File: src/rtl/pcw_sdram_arbiter.sv
// Slot-paced arbiter sharing one 8-bit SDRAM port between CPU, DMA and a boot-loader pass-through.
// Optional macro ARB_ROUND_ROBIN_EN: alternate CPU/DMA on ties (default build gives DMA fixed priority).
module pcw_sdram_arbiter #(
   parameter int ADDR_W = 22
) (
   input  logic              clk,
   input  logic              reset,
   input  logic              sdram_clk_ref,
   input  logic              sdram_ready,
   input  logic              boot_active,
   input  logic              boot_wr,
   input  logic [15:0]       boot_addr,
   input  logic [7:0]        boot_data,
   input  logic              cpu_req,
   input  logic              cpu_we,
   input  logic [ADDR_W-1:0] cpu_addr,
   input  logic [7:0]        cpu_wdata,
   output logic              cpu_ack,
   output logic [7:0]        cpu_rdata,
   input  logic              dma_req,
   input  logic              dma_we,
   input  logic [ADDR_W-1:0] dma_addr,
   input  logic [7:0]        dma_wdata,
   output logic              dma_ack,
   output logic [7:0]        dma_rdata,
   output logic              sdram_we,
   output logic              sdram_oe,
   output logic [ADDR_W-1:0] sdram_addr,
   output logic [7:0]        sdram_din,
   input  logic [7:0]        sdram_dout,
   output logic [1:0]        grant
);

   typedef enum logic [1:0] {S_IDLE, S_ISSUE, S_WAIT, S_BOOT} state_e;

   localparam logic [1:0] GNT_NONE = 2'b00;
   localparam logic [1:0] GNT_CPU  = 2'b01;
   localparam logic [1:0] GNT_DMA  = 2'b10;
   localparam logic [1:0] GNT_BOOT = 2'b11;

   state_e            state_q, state_d;
   logic [1:0]        grant_q, grant_d;
   logic              we_q, we_d;
   logic              oe_q, oe_d;
   logic [ADDR_W-1:0] addr_q, addr_d;
   logic [7:0]        din_q, din_d;
   logic              rd_q, rd_d;
   logic              win_dma_q, win_dma_d;
   logic              cpu_ack_q, cpu_ack_d;
   logic              dma_ack_q, dma_ack_d;
   logic [7:0]        cpu_rdata_q, cpu_rdata_d;
   logic [7:0]        dma_rdata_q, dma_rdata_d;
   logic              ref_last_q;

   logic slot;
   logic tie_dma;
   logic pick_dma;
   logic sel_we;

`ifdef ARB_ROUND_ROBIN_EN
   logic last_dma_q, last_dma_d;

   // On a tie the port that was not served last goes next.
   assign tie_dma = ~last_dma_q;

   always_ff @(posedge clk) begin
      if (reset) begin
         last_dma_q <= 1'b0;
      end else begin
         last_dma_q <= last_dma_d;
      end
   end
`else
   assign tie_dma = 1'b1;
`endif

   assign slot     = sdram_ready & ~ref_last_q & sdram_clk_ref;
   assign pick_dma = dma_req & (~cpu_req | tie_dma);
   assign sel_we   = pick_dma ? dma_we : cpu_we;

   always_comb begin
      state_d     = state_q;
      grant_d     = grant_q;
      we_d        = we_q;
      oe_d        = oe_q;
      addr_d      = addr_q;
      din_d       = din_q;
      rd_d        = rd_q;
      win_dma_d   = win_dma_q;
      cpu_ack_d   = 1'b0;
      dma_ack_d   = 1'b0;
      cpu_rdata_d = cpu_rdata_q;
      dma_rdata_d = dma_rdata_q;
`ifdef ARB_ROUND_ROBIN_EN
      last_dma_d  = last_dma_q;
`endif

      case (state_q)
         S_IDLE: begin
            if (slot) begin
               if (boot_active) begin
                  state_d = S_BOOT;
                  grant_d = GNT_BOOT;
                  we_d    = 1'b0;
                  oe_d    = 1'b0;
               end else if (cpu_req | dma_req) begin
                  win_dma_d = pick_dma;
                  addr_d    = pick_dma ? dma_addr : cpu_addr;
                  din_d     = pick_dma ? dma_wdata : cpu_wdata;
                  rd_d      = ~sel_we;
                  we_d      = sel_we;
                  oe_d      = ~sel_we;
                  grant_d   = pick_dma ? GNT_DMA : GNT_CPU;
`ifdef ARB_ROUND_ROBIN_EN
                  last_dma_d = pick_dma;
`endif
                  state_d   = S_ISSUE;
               end
            end
         end
         S_ISSUE: begin
            if (slot) begin
               we_d    = 1'b0;
               oe_d    = 1'b0;
               state_d = S_WAIT;
            end
         end
         S_WAIT: begin
            if (slot) begin
               if (win_dma_q) begin
                  dma_ack_d = 1'b1;
                  if (rd_q) dma_rdata_d = sdram_dout;
               end else begin
                  cpu_ack_d = 1'b1;
                  if (rd_q) cpu_rdata_d = sdram_dout;
               end
               grant_d = GNT_NONE;
               state_d = S_IDLE;
            end
         end
         S_BOOT: begin
            // Leaving boot is not slot-paced: the loader owns the bus until it lets go.
            if (!boot_active) begin
               state_d = S_IDLE;
               grant_d = GNT_NONE;
               we_d    = 1'b0;
               oe_d    = 1'b0;
            end
         end
         default: state_d = S_IDLE;
      endcase
   end

   always_ff @(posedge clk) begin
      if (reset) begin
         state_q     <= S_IDLE;
         grant_q     <= GNT_NONE;
         we_q        <= 1'b0;
         oe_q        <= 1'b0;
         addr_q      <= '0;
         din_q       <= '0;
         rd_q        <= 1'b0;
         win_dma_q   <= 1'b0;
         cpu_ack_q   <= 1'b0;
         dma_ack_q   <= 1'b0;
         cpu_rdata_q <= '0;
         dma_rdata_q <= '0;
         ref_last_q  <= 1'b1;
      end else begin
         state_q     <= state_d;
         grant_q     <= grant_d;
         we_q        <= we_d;
         oe_q        <= oe_d;
         addr_q      <= addr_d;
         din_q       <= din_d;
         rd_q        <= rd_d;
         win_dma_q   <= win_dma_d;
         cpu_ack_q   <= cpu_ack_d;
         dma_ack_q   <= dma_ack_d;
         cpu_rdata_q <= cpu_rdata_d;
         dma_rdata_q <= dma_rdata_d;
         ref_last_q  <= sdram_clk_ref;
      end
   end

   // Boot pass-through bypasses the registered command path entirely.
   assign sdram_we   = (state_q == S_BOOT) ? boot_wr : we_q;
   assign sdram_oe   = (state_q == S_BOOT) ? 1'b0 : oe_q;
   assign sdram_addr = (state_q == S_BOOT) ? ADDR_W'(boot_addr) : addr_q;
   assign sdram_din  = (state_q == S_BOOT) ? boot_data : din_q;
   assign grant      = grant_q;
   assign cpu_ack    = cpu_ack_q;
   assign dma_ack    = dma_ack_q;
   assign cpu_rdata  = cpu_rdata_q;
   assign dma_rdata  = dma_rdata_q;

endmodule

File: config.mk
export PLATFORM = sky130hd
export DESIGN_NAME = pcw_sdram_arbiter
export DESIGN_NICKNAME = d
export VERILOG_FILES = /design/src/rtl/pcw_sdram_arbiter.sv
export SDC_FILE = /design/constraint.sdc
export NUM_CORES = 1
export LEC_CHECK = 0
export BUFFER_PORTS_ARGS = -buffer_cell sky130_fd_sc_hd__buf_4
export CELL_PAD_IN_SITES_DETAIL_PLACEMENT = 1
export CELL_PAD_IN_SITES_GLOBAL_PLACEMENT = 1
export CORE_MARGIN = 2
export CORE_UTILIZATION = 35
export DETAILED_ROUTE_END_ITERATION = 16
export PLACE_DENSITY_LB_ADDON = 0.1
export SLEW_MARGIN = 20
export SYNTH_ARGS = -nofsm -noshare
export SYNTH_HDL_FRONTEND = slang
export SYNTH_SLANG_ARGS = --single-unit
export TNS_END_PERCENT = 20
File: constraint.sdc
create_clock -name clk -period 2.4 [get_ports clk]
set_input_delay 0.24 -clock clk [delete_from_list [all_inputs] [get_ports clk]]
set_output_delay 0.24 -clock clk [all_outputs]
set_load 0.02 [all_outputs]
* Word level (Yosys, flattened, before mapping)
Index checks and enable logic that the tools add are counted.
** Word-level totals
- Bits of input ports :: 102
- Output and inout bits :: 52
- Word-level logic and storage cells :: 71
- Register bits after elaboration :: 57
** Cells by class
- Reduce and logical (&&, ||, !) cells :: 10
- Bitwise logic cells :: 9
- Eq/ne operators :: 8
- Muxes and demuxes :: 31
** Operator list (number)
- $mux W22 :: 2
- $mux W2 :: 10
- $mux W8 :: 2
- $reduce_and A5 Y1 :: 3
- $mux W1 :: 13
- $reduce_and A4 Y1 :: 3
- $ne A2 B2 Y1 const B :: 4
- $pmux W2 S4 :: 1
- $not A1 Y1 :: 6
- $pmux W1 S3 :: 2
- $pmux W2 S3 :: 1
- $reduce_bool A3 Y1 :: 2
- $eq A2 B2 Y1 const B :: 2
- $ne A3 B3 Y1 const B :: 1
- $reduce_or A3 Y1 :: 1
- $and A1 B1 Y1 :: 2
- $eq A2 B1 Y1 const B :: 1
- $logic_not A2 Y1 :: 1
- $or A1 B1 Y1 :: 1

* Longest topological paths before layout
- Word-level depth :: 6
- Mapped depth :: 7
- Mapped depth without buffers :: 6

* Worst setup path after synthesis
Ideal clock, no wire load.
- Path kind :: register to output
- Start point :: reg state_q[0]
- End point :: out sdram_addr[13]
- Buffers on the path :: 2
- Required time :: 2160 ps
- Cell stages (with the launch flop) :: 5
- Arrival time :: 1433 ps
- Setup slack :: 727 ps
- Path through :: dfxtp_1 > ha_1 > clkbuf_1 > clkbuf_1 > mux2_2
** On the way
- Longest elaborated chain between the ends :: 2
** Ends and longest elaborated chain
- start: declaration :: RTL line 41 : state_e state_q, state_d;
- start signal: assignment :: RTL line 170 : state_q <= state_d;
- $eq A2 B2 Y1 :: RTL line 189 : assign sdram_addr = (state_q == S_BOOT) ? ADDR_W'(boot_addr) : addr_q;
- $mux W22 :: RTL line 189
- end: declaration :: RTL line 28 : output logic [ADDR_W-1:0] sdram_addr,
No other way between the ends.

* Worst setup path after layout
- Start point :: reg state_q[0]
- End point :: out sdram_addr[1]
The elaborated chain is that of the path after synthesis.

==> flow_summary.ini <==
[synth]
synth-seq-cells = 57
syn_inst = 289
syn-num-nets = 397
synthesis.area_um2 = 2910
synth-seq-area-share_pct = 39.2
yosysTopAreaCellShare_pct = 39.2
yosysWarnings = 0
ys_types = 29
synth_ff_type = dfxtp_1
synth_common_cells = dfxtp_1 (57), mux2i_1 (54), nor2_1 (54), a211oi_1 (27), mux2_2 (25)
async_flop_share_pct = 0
yosys.area.top_type = dfxtp_1
synthTopCellsByArea = dfxtp_1 (39%), mux2i_1 (19%), mux2_2 (9.7%)
syn_area_per_cell_um2 = 10.1
synth_edf_count = 0
synth.most_common_cell = dfxtp_1

[route]
detailroute.via_count = 2661
drtAntennaViolNets = 0
viasPerCell = 4.89
dr.pass1.iters = 4
drc = 0
drt_iter0_drc = 48
drt-wirelength-per-cell_um = 15.6
drt-total-wl_um = 8470

[timing]
rsz0062_at_grt = false
clock.fmax_ghz = 0.475
final.period_utilization_pct = 87.6
hold_viol = 0
slew_headroom_pct = 55.6
fin_skew_ps = 8.65
tns_ps = 0
setup_viol = 0
worstMarginPinSlew_ps = 666
layout_min_cycle_time_ps = 2100
slew_violations = 0

[final_layout]
fin_util_pct = 53.1
stdcell_area_um2 = 4320
post_route_cells_drive_above_1_share_pct = 47.6
fin_nets = 542
antenna_cells = 0
area_delta_synth_final_pct = 48.3

[floorplanning]
core_area_um2 = 8130
die_w_um = 95.2
die_h_um = 95.2
start_util_pct = 35.8
die_area_um2 = 9060
io_pins = 154
num_rows = 33

[cts]
cts_root_buf = clkbuf_8
clkSlewWorstSetupHoldPaths_ps = 70
post_cts_resized = 0
htree_levels = 3
clock-sinks = 57
clock_latency_ps = 330
numCtsBuffers = 9
cts_buffer_depth = 2
cts_hold_buf = 0
post_cts.repair.setup_buffers = 0
tritoncts = built

[pwr]
power_switching_mw = 0.855
power_density_nw_per_um2 = 667
clkPwrFrac_pct = 34.9
switching_share_pct = 29.7
seq_power_share_pct = 36.0
p_leak_nw = 2.05
vdd_ir_drop_max_uv = 365
internal_power_mw = 2.03
power_frac_comb_pct = 29.1

[critical_path]
cp_data_arrival_time_ps = 1860
critPathMaxFanout = 33
worstPathRequired_ps = 2160
cp-end-kind = primary output
path_delay_family = buffers and inverters
cp-start-kind = flop
crit_path_max_incr_delay_ps = 410
path_common_cell = buf_4
slowest_stage = dfxtp_1
critPathKind = flop to primary output
cp_num_buf_inv = 2
cp_cell_sequence = ha_1, buf_4, mux2_2, buf_4

[grt]
track_usage_pct = 18.4
antenna_found_initial = 0
grt_max_degree = 60
grt_pass1_wl_um = 13000
grt_pass1_vias = 2671
overflow = 0

[run]
cap_violations = 0

[placed_design]
place_hpwl_um = 6250
place_area_um2 = 4100
place.port_buffers = 153
gp_congestion = 0.804

[worst_hold_path]
hold_class = primary input to flop

[status]
status = finished clean
cells in the final DEF (no fill, tap or decap), drive strengths merged, types with 3 or more instances in the layout:
master / Yosys / layout
nand2b: 5 / 5
nand2: 4 / 4
buf: 14 / 157
clkbuf: 9 / 11
dfxtp: 57 / 57
ha: 6 / 6
a211oi: 32 / 32
inv: 4 / 4
nor2: 54 / 54
mux2: 25 / 25
nor2b: 8 / 8
nor3: 3 / 3
mux2i: 54 / 54
clkinv: 0 / 3
cells by family after synthesis:
group / Yosys count / synth area share, %
simple gates: 83 / 14.7
flops: 57 / 39.2
buf+inv: 27 / 5.03
fa+ha+maj: 6 / 2.58
mux: 79 / 28.2
compound gates: 37 / 10.3
final timing paths:
check,from,cells after the start,slack [ps],endpoint
max,state_q[0],4,300,sdram_addr[1]
min,sdram_clk_ref,2,140,ref_last_q
max reg2reg,state_q[1],6,500,din_q[5]
min reg2reg,grant[1],2,480,grant[1]
worst register-to-register path, delay by kind of cell (launching register included):
kind	cells	cell delay [ps]
simple gates	2	350
compound gates	1	280
flops	1	350
buf+inv	2	550
fa+ha+maj	1	270
flip-flops by register name, indices dropped and copies added (netlist names):
name and cells:
rd_q 1, ref_last_q 1, state_q 2, dma_ack 1
cpu_ack 1, win_dma_q 1, we_q 1, cpu_rdata 8
dma_rdata 8, oe_q 1, din_q 8, grant 2
addr_q 22
final cells by class:
class                      count  area, µm²
fill                         964       3810
clock inverter                 5       78.8
sequential                    57       1140
clock buffer                  11        141
timing repair buffer         157       1180
multi-input combinational    205       1630
inverter                       4       15.0
tap                          105        131
through the flow:
stage / worst slack (ps) / instances / hold slack [ps] / power, mW
4_1_cts: 259 / 544 / 119 / 2.92
2_1_floorplan: 727 / 289 / 347 / 1.58
3_3_place_gp: 597 / 528 / 456 / 1.87
6_report: 297 / 544 / 137 / 2.88
5_1_grt: 179 / 544 / 140 / 3.03
3_5_place_dp: 574 / 528 / 470 / 1.89
per-layer routing:
metal	track usage [%]	vias to the layer above	wire length, µm	share of wire, %
met2	32.4	83	4340	51
met3	5.53	6	667	7.9
met4	4.71	0	66	0.78
met5	0	-	0	0
met1	21.7	1258	3400	40
li1	-	1314	-	-
power by group through the flow:
stage	Sequential, mW	Combinational, mW	Clock (mW)
floorplan	1.07	0.510	0
global placement	1.06	0.819	0
detailed placement	1.06	0.834	0
CTS	1.04	0.846	1.03
global route	1.05	0.918	1.06
finish	1.04	0.838	1.00
Note: power is estimated with default switching activity, not from simulation.
